===== src/rtl/arbitro_rr8_pkg.sv =====
// Shared types and constants for the 8-way round-robin arbiter.
package arb_pkg;

  localparam int N_REQ       = 8;
  localparam int PTR_W       = 3;
  localparam int CNT_W       = 8;
  localparam int TIMEOUT_DEF = 16;

  typedef enum logic {
    IDLE = 1'b0,
    BUSY = 1'b1
  } arb_state_e;

  // Index of the set bit in a one-hot vector; zero vector maps to 0.
  function automatic logic [PTR_W-1:0] oh2idx(input logic [N_REQ-1:0] oh);
    logic [PTR_W-1:0] idx;
    idx = '0;
    for (int i = 0; i < N_REQ; i++) begin
      if (oh[i]) idx = idx | PTR_W'(i);
    end
    return idx;
  endfunction

endpackage


===== src/rtl/arbitro_rr8_if.sv =====
// Request/grant bundle between requesters (master) and the arbiter (slave).
interface arbitro_rr8_if;
  logic [arb_pkg::N_REQ-1:0] req;
  logic [arb_pkg::N_REQ-1:0] gnt;
  logic                      gnt_valid;
  logic                      to_pulse;

  modport master (output req, input gnt, gnt_valid, to_pulse);
  modport slave  (input req, output gnt, gnt_valid, to_pulse);
endinterface


===== src/rtl/arbitro_rr8_rr_pick.sv =====
// Combinational rotating-priority picker: first set req bit at or above ptr,
// wrapping past 7 back to 0. Output is one-hot or zero.
module rr_pick
  import arb_pkg::*;
(
  input  logic [N_REQ-1:0] req,
  input  logic [PTR_W-1:0] ptr,
  output logic [N_REQ-1:0] pick
);

  always_comb begin
    logic             found;
    logic [PTR_W-1:0] idx;
    pick  = '0;
    found = 1'b0;
    idx   = '0;
    for (int k = 0; k < N_REQ; k++) begin
      // 3-bit add wraps modulo 8 on its own
      idx = ptr + PTR_W'(k);
      if (!found && req[idx]) begin
        pick[idx] = 1'b1;
        found     = 1'b1;
      end
    end
  end

endmodule


===== src/rtl/arbitro_rr8.sv =====
// 8-way round-robin arbiter with hold-until-release grants.
// Define ARB_TIMEOUT_EN to force release after TIMEOUT busy cycles.
module arbitro_rr8
  import arb_pkg::*;
#(
  parameter int TIMEOUT = TIMEOUT_DEF
) (
  input  logic         clk,
  input  logic         rst,
  arbitro_rr8_if.slave bus
);

  arb_state_e       state_q, state_d;
  logic [N_REQ-1:0] gnt_q, gnt_d;
  logic [N_REQ-1:0] pick;
  logic             gnt_valid_q, gnt_valid_d;
  logic [PTR_W-1:0] ptr_q, ptr_d;
  logic             owner_req;
  logic             expire;

  if (TIMEOUT < 2 || TIMEOUT > 255) begin : g_bad_timeout
    $error("arbitro_rr8: TIMEOUT must be within 2..255");
  end

  rr_pick u_pick (
    .req  (bus.req),
    .ptr  (ptr_q),
    .pick (pick)
  );

`ifdef ARB_TIMEOUT_EN
  localparam logic [CNT_W-1:0] HOLD_LAST = CNT_W'(TIMEOUT - 1);

  logic [CNT_W-1:0] cnt_q, cnt_d;
  logic             to_q, to_d;

  // cnt_q counts completed busy cycles; the last one is TIMEOUT-1.
  assign expire = (state_q == BUSY) && (cnt_q == HOLD_LAST);

  always_comb begin
    cnt_d = '0;
    to_d  = expire;
    if (state_q == BUSY && !expire) cnt_d = cnt_q + CNT_W'(1);
  end

  always_ff @(posedge clk or posedge rst) begin
    if (rst) begin
      cnt_q <= '0;
      to_q  <= 1'b0;
    end else begin
      cnt_q <= cnt_d;
      to_q  <= to_d;
    end
  end

  assign bus.to_pulse = to_q;
`else
  assign expire       = 1'b0;
  assign bus.to_pulse = 1'b0;
`endif

  always_comb begin
    state_d   = state_q;
    gnt_d     = gnt_q;
    ptr_d     = ptr_q;
    owner_req = |(bus.req & gnt_q);
    unique case (state_q)
      IDLE: begin
        if (|bus.req) begin
          gnt_d   = pick;
          state_d = BUSY;
        end
      end
      BUSY: begin
        // Release always passes through IDLE, giving one gnt=0 cycle.
        if (!owner_req || expire) begin
          gnt_d   = '0;
          state_d = IDLE;
          ptr_d   = oh2idx(gnt_q) + PTR_W'(1);
        end
      end
      default: begin
        gnt_d   = '0;
        state_d = IDLE;
      end
    endcase
    gnt_valid_d = |gnt_d;
  end

  always_ff @(posedge clk or posedge rst) begin
    if (rst) begin
      state_q     <= IDLE;
      gnt_q       <= '0;
      gnt_valid_q <= 1'b0;
      ptr_q       <= '0;
    end else begin
      state_q     <= state_d;
      gnt_q       <= gnt_d;
      gnt_valid_q <= gnt_valid_d;
      ptr_q       <= ptr_d;
    end
  end

  assign bus.gnt       = gnt_q;
  assign bus.gnt_valid = gnt_valid_q;

endmodule


===== src/flat_wrapper.sv =====
// flat-port wrapper written by rule: the top's interface ports become plain ports
module arbitro_rr8_flat import arb_pkg::*;
#(
  parameter int TIMEOUT = TIMEOUT_DEF
)
  (clk, rst, bus_req, bus_gnt, bus_gnt_valid, bus_to_pulse);
  arbitro_rr8_if bus_i ();
  input  logic clk;
  input  logic rst;
  input wire logic [$bits(bus_i.req)-1:0] bus_req;
  output wire logic [$bits(bus_i.gnt)-1:0] bus_gnt;
  output wire logic [$bits(bus_i.gnt_valid)-1:0] bus_gnt_valid;
  output wire logic [$bits(bus_i.to_pulse)-1:0] bus_to_pulse;
  assign bus_i.req = bus_req;
  assign bus_gnt = bus_i.gnt;
  assign bus_gnt_valid = bus_i.gnt_valid;
  assign bus_to_pulse = bus_i.to_pulse;
  arbitro_rr8 #(.TIMEOUT(TIMEOUT)) u_core (.clk(clk), .rst(rst), .bus(bus_i));
endmodule

===== config.mk =====
export PLATFORM = sky130hd
export DESIGN_NAME = arbitro_rr8_flat
export DESIGN_NICKNAME = d
export VERILOG_FILES = /design/src/rtl/arbitro_rr8_pkg.sv /design/src/rtl/arbitro_rr8_if.sv /design/src/rtl/arbitro_rr8_rr_pick.sv /design/src/rtl/arbitro_rr8.sv /design/src/flat_wrapper.sv
export SDC_FILE = /design/constraint.sdc
export NUM_CORES = 1
export LEC_CHECK = 0
export ABC_AREA = 1
export CAP_MARGIN = 10
export CORE_MARGIN = 2
export CORE_UTILIZATION = 40
export CTS_BUF_LIST = sky130_fd_sc_hd__clkbuf_8
export DETAILED_ROUTE_END_ITERATION = 7
export SKIP_CTS_REPAIR_TIMING = 1
export SYNTH_ARGS = -nofsm -noshare
export SYNTH_HDL_FRONTEND = slang
export SYNTH_SLANG_ARGS = --single-unit

===== constraint.sdc =====
create_clock -name clk -period 4.4 [get_ports clk]
set_clock_uncertainty 0.1 [all_clocks]
set_input_delay 0.88 -clock clk [delete_from_list [all_inputs] [get_ports clk]]
set_output_delay 0.88 -clock clk [all_outputs]
set_load 0.03 [all_outputs]

==> metrics <==
pin count of the biggest net entering global routing=24; Slew @ Worst Pin=roughly 0.74 ns; post-layout instance area=2260 um^2; post-synth top area share=0.159; drt first pass iters=5; CP Cell Sequence=inv_2 -> ha_1 -> inv_1 -> nand3_1 -> nand2_2 -> o21a_1 -> nor2_2 -> nand2_1 -> nand3_1 -> nor2_1 -> nand3_1 -> a21oi_1 -> nand2_1 -> nor2_1 -> nand2_1; Fin. Hold Viols=0; max-slew violation count=0; row cnt=26; drt total wl=between 5 and 6 mm; max-cap violations=0; clock buffer depth=2; Yosys top cell by area=dfrtp_1; H-tree depth=1; DRC viols=0; worst hold margin=between 0.5 and 0.6 ns; vias per inst=5.33; final setup violation count=0; RePlAce Congestion=around 0.9; P&R area growth vs syn=10.6%; Antenna Nets Post-Route=0; layout cells sized above 1=0.123; clock-pin slew on the worst setup and hold paths=0.06 ns; Die Area=5700 um^2; number of synthesized flops with an enable pin=0; placed cell area=2220 um^2; IO Port Bufs=18; run status=finished, final reports clean; Worst setup SP type=flop; max incr delay on CP=0.82 ns; CP max stage cell=dfrtp_1; Synth warnings=0; Core Area=around 5000 um^2; antenna violations before repair=0; CTS buffer count=3; first-pass GRT wire length=10.1 mm; fin crit period=3.63 ns; post-DP HPWL=4.77 mm; Post-Syn Instances=340; CTS Root Cell=clkbuf_8; Hold Path End=u_core.ptr_q[0]; Routed wire per std cell=14.1 um; grt ovf=0; clock sink total=13; initial DRC count=135; Gate power share=0.808; Reg-to-Reg End=u_core.bus.gnt_valid; CP Max Fanout=23; count leader, synth=nand3_1; Final Net Count=~370; Syn Area/Cell=6.02 um^2; final worst path period share=0.824; gr usage total=0.229; Syn Std Cell Area=2050 um^2; Relative slew margins=0.510; Power Dens Cells=slightly above 800 nW/um^2; data required time of the worst path=4.43 ns; setup_tns=0 ns; syn nets=357; clock latency on the worst-skew pair=0.25 ns; Die Span Y=75.5 um; Crit Path Category=flop to flop; CP top delay family=simple AND/OR/NAND/NOR gates; Hold Crit Start=u_core.bus.gnt[5]; crit path buf inv count=2; switch share=0.636; vias in the first global route=2104; io pins=20; worst r2r src=u_core.ptr_q[0]; setup slack, reg-to-reg=0.77 ns; Clock power frac=0.057; # diodes=0; synth unique cells=37; RSZ-0062 raised after global routing=no; ys async rst share=1.00; CP endpoint kind=flop; Synth Register Bits=13; sequential power share=0.135; Pleak=1.15 nW; Synth top cells by count=62 x nand3_1, 57 x nand2_1, 47 x nor2_1; Seq/Total Area, Yosys=0.159; Hold Path Depth=3; FMAX=276 MHz; Die W=75.5 um; via count=2243; Reg2Reg Depth=15; maximum VDD drop=458 uV; Hold Path Class=flop to flop; ys flop type=dfrtp_1; CTS tree=yes; data arrival time of the worst path=between 3 and 4 ns; Initial Utilization=0.408; internal power=0.682 mW; synth top area cells=dfrtp_1 16%, nand3_1 15%, nand2_1 10%; Net Sw Power=1.19 mW
-- flip-flops by register name (all words and copies together) (netlist names) --
name,cells
u_core.state_q,1
u_core.bus.gnt,8
u_core.ptr_q,3
u_core.bus.gnt_valid,1
-- worst reg2reg max path, stage by stage (launching register included) --
cell and delay [ns]:
dfrtp_1 0.82, inv_2 0.08, ha_1 0.46, inv_1 0.36
nand3_1 0.15, nand2_2 0.13, o21a_1 0.42, nor2_2 0.18
nand2_1 0.09, nand3_1 0.08, nor2_1 0.10, nand3_1 0.10
a21oi_1 0.21, nand2_1 0.08, nor2_1 0.10, nand2_1 0.06
-- kinds of logic (layout without fill, tap and decap cells) --
family,Yosys count,after routing,synth area share
and+or+nand+nor,225,225,0.550
buffers and inverters,57,68,0.135
AOI/OAI and AO/OA,36,36,0.106
DFF,13,13,0.159
adders and majority gates,7,7,0.0428
other,1,1,0.00183
xor gates and xnor gates,1,1,0.00428
-- stage by stage --
step           total power [mW]   util  instances  worst slack [ns]
6_report                   1.87  0.452        421             0.773
5_1_grt                    2.07  0.452        421             0.454
4_1_cts                    1.87  0.452        421             0.822
3_5_place_dp               1.75  0.443        417             0.856
3_3_place_gp               1.75  0.443        417             0.924
2_1_floorplan              1.49      -        340              1.63
-- routing by layer --
metal  part of all wire  vias up  GRT usage
li1                   -     1145          -
met1               0.46      997      0.322
met2               0.47       85      0.382
met3              0.048       16    0.00661
met4              0.025        0     0.0741
met5                  0        -          0
-- area by class of cell --
type | instances | area, um^2
fill | 533 | 2750
multi-input combinational | 270 | 1440
sequential | 13 | 325
timing repair buffer | 20 | 195
inverter | 44 | 165
tap | 70 | 87.6
clock buffer | 3 | 41.3
clock inverter | 1 | 3.75
-- power by group through the flow --
stage | sequential (mW) | combinational [mW] | clock [mW]
after floorplan | 0.255 | 1.24 | 0
after global placement | 0.252 | 1.50 | 0
after detailed placement | 0.252 | 1.50 | 0
after CTS | 0.250 | 1.51 | 0.108
after global routing | 0.263 | 1.70 | 0.112
final | 0.253 | 1.51 | 0.106
-- worst max path at each step --
stage	from	to	slack, ns	depth (start not counted)
after global routing	u_core.ptr_q[0]	u_core.bus.gnt_valid	0.45	15
after detailed placement	u_core.ptr_q[0]	u_core.bus.gnt_valid	0.86	15
after floorplan	u_core.ptr_q[0]	u_core.bus.gnt_valid	1.63	19
after CTS	u_core.ptr_q[0]	u_core.bus.gnt_valid	0.82	15
after global placement	u_core.ptr_q[0]	u_core.bus.gnt_valid	0.92	15
final	u_core.ptr_q[0]	u_core.bus.gnt_valid	0.77	15
-- cell usage in the layout (no fill, tap or decap), drive strengths merged --
cell,n
a221oi,2
inv,45
clkbuf,3
nand3b,3
ha,7
nand3,69
nand4,11
or2,1
o21a,1
clkdlybuf4s50,18
nor3,13
o22ai,1
conb,1
o21ai,6
nor4,1
nor2,50
dfrtp,13
a211oi,1
buf,2
xor2,1
nand2,77
a21oi,25
Power figures use the tool's default switching activity.
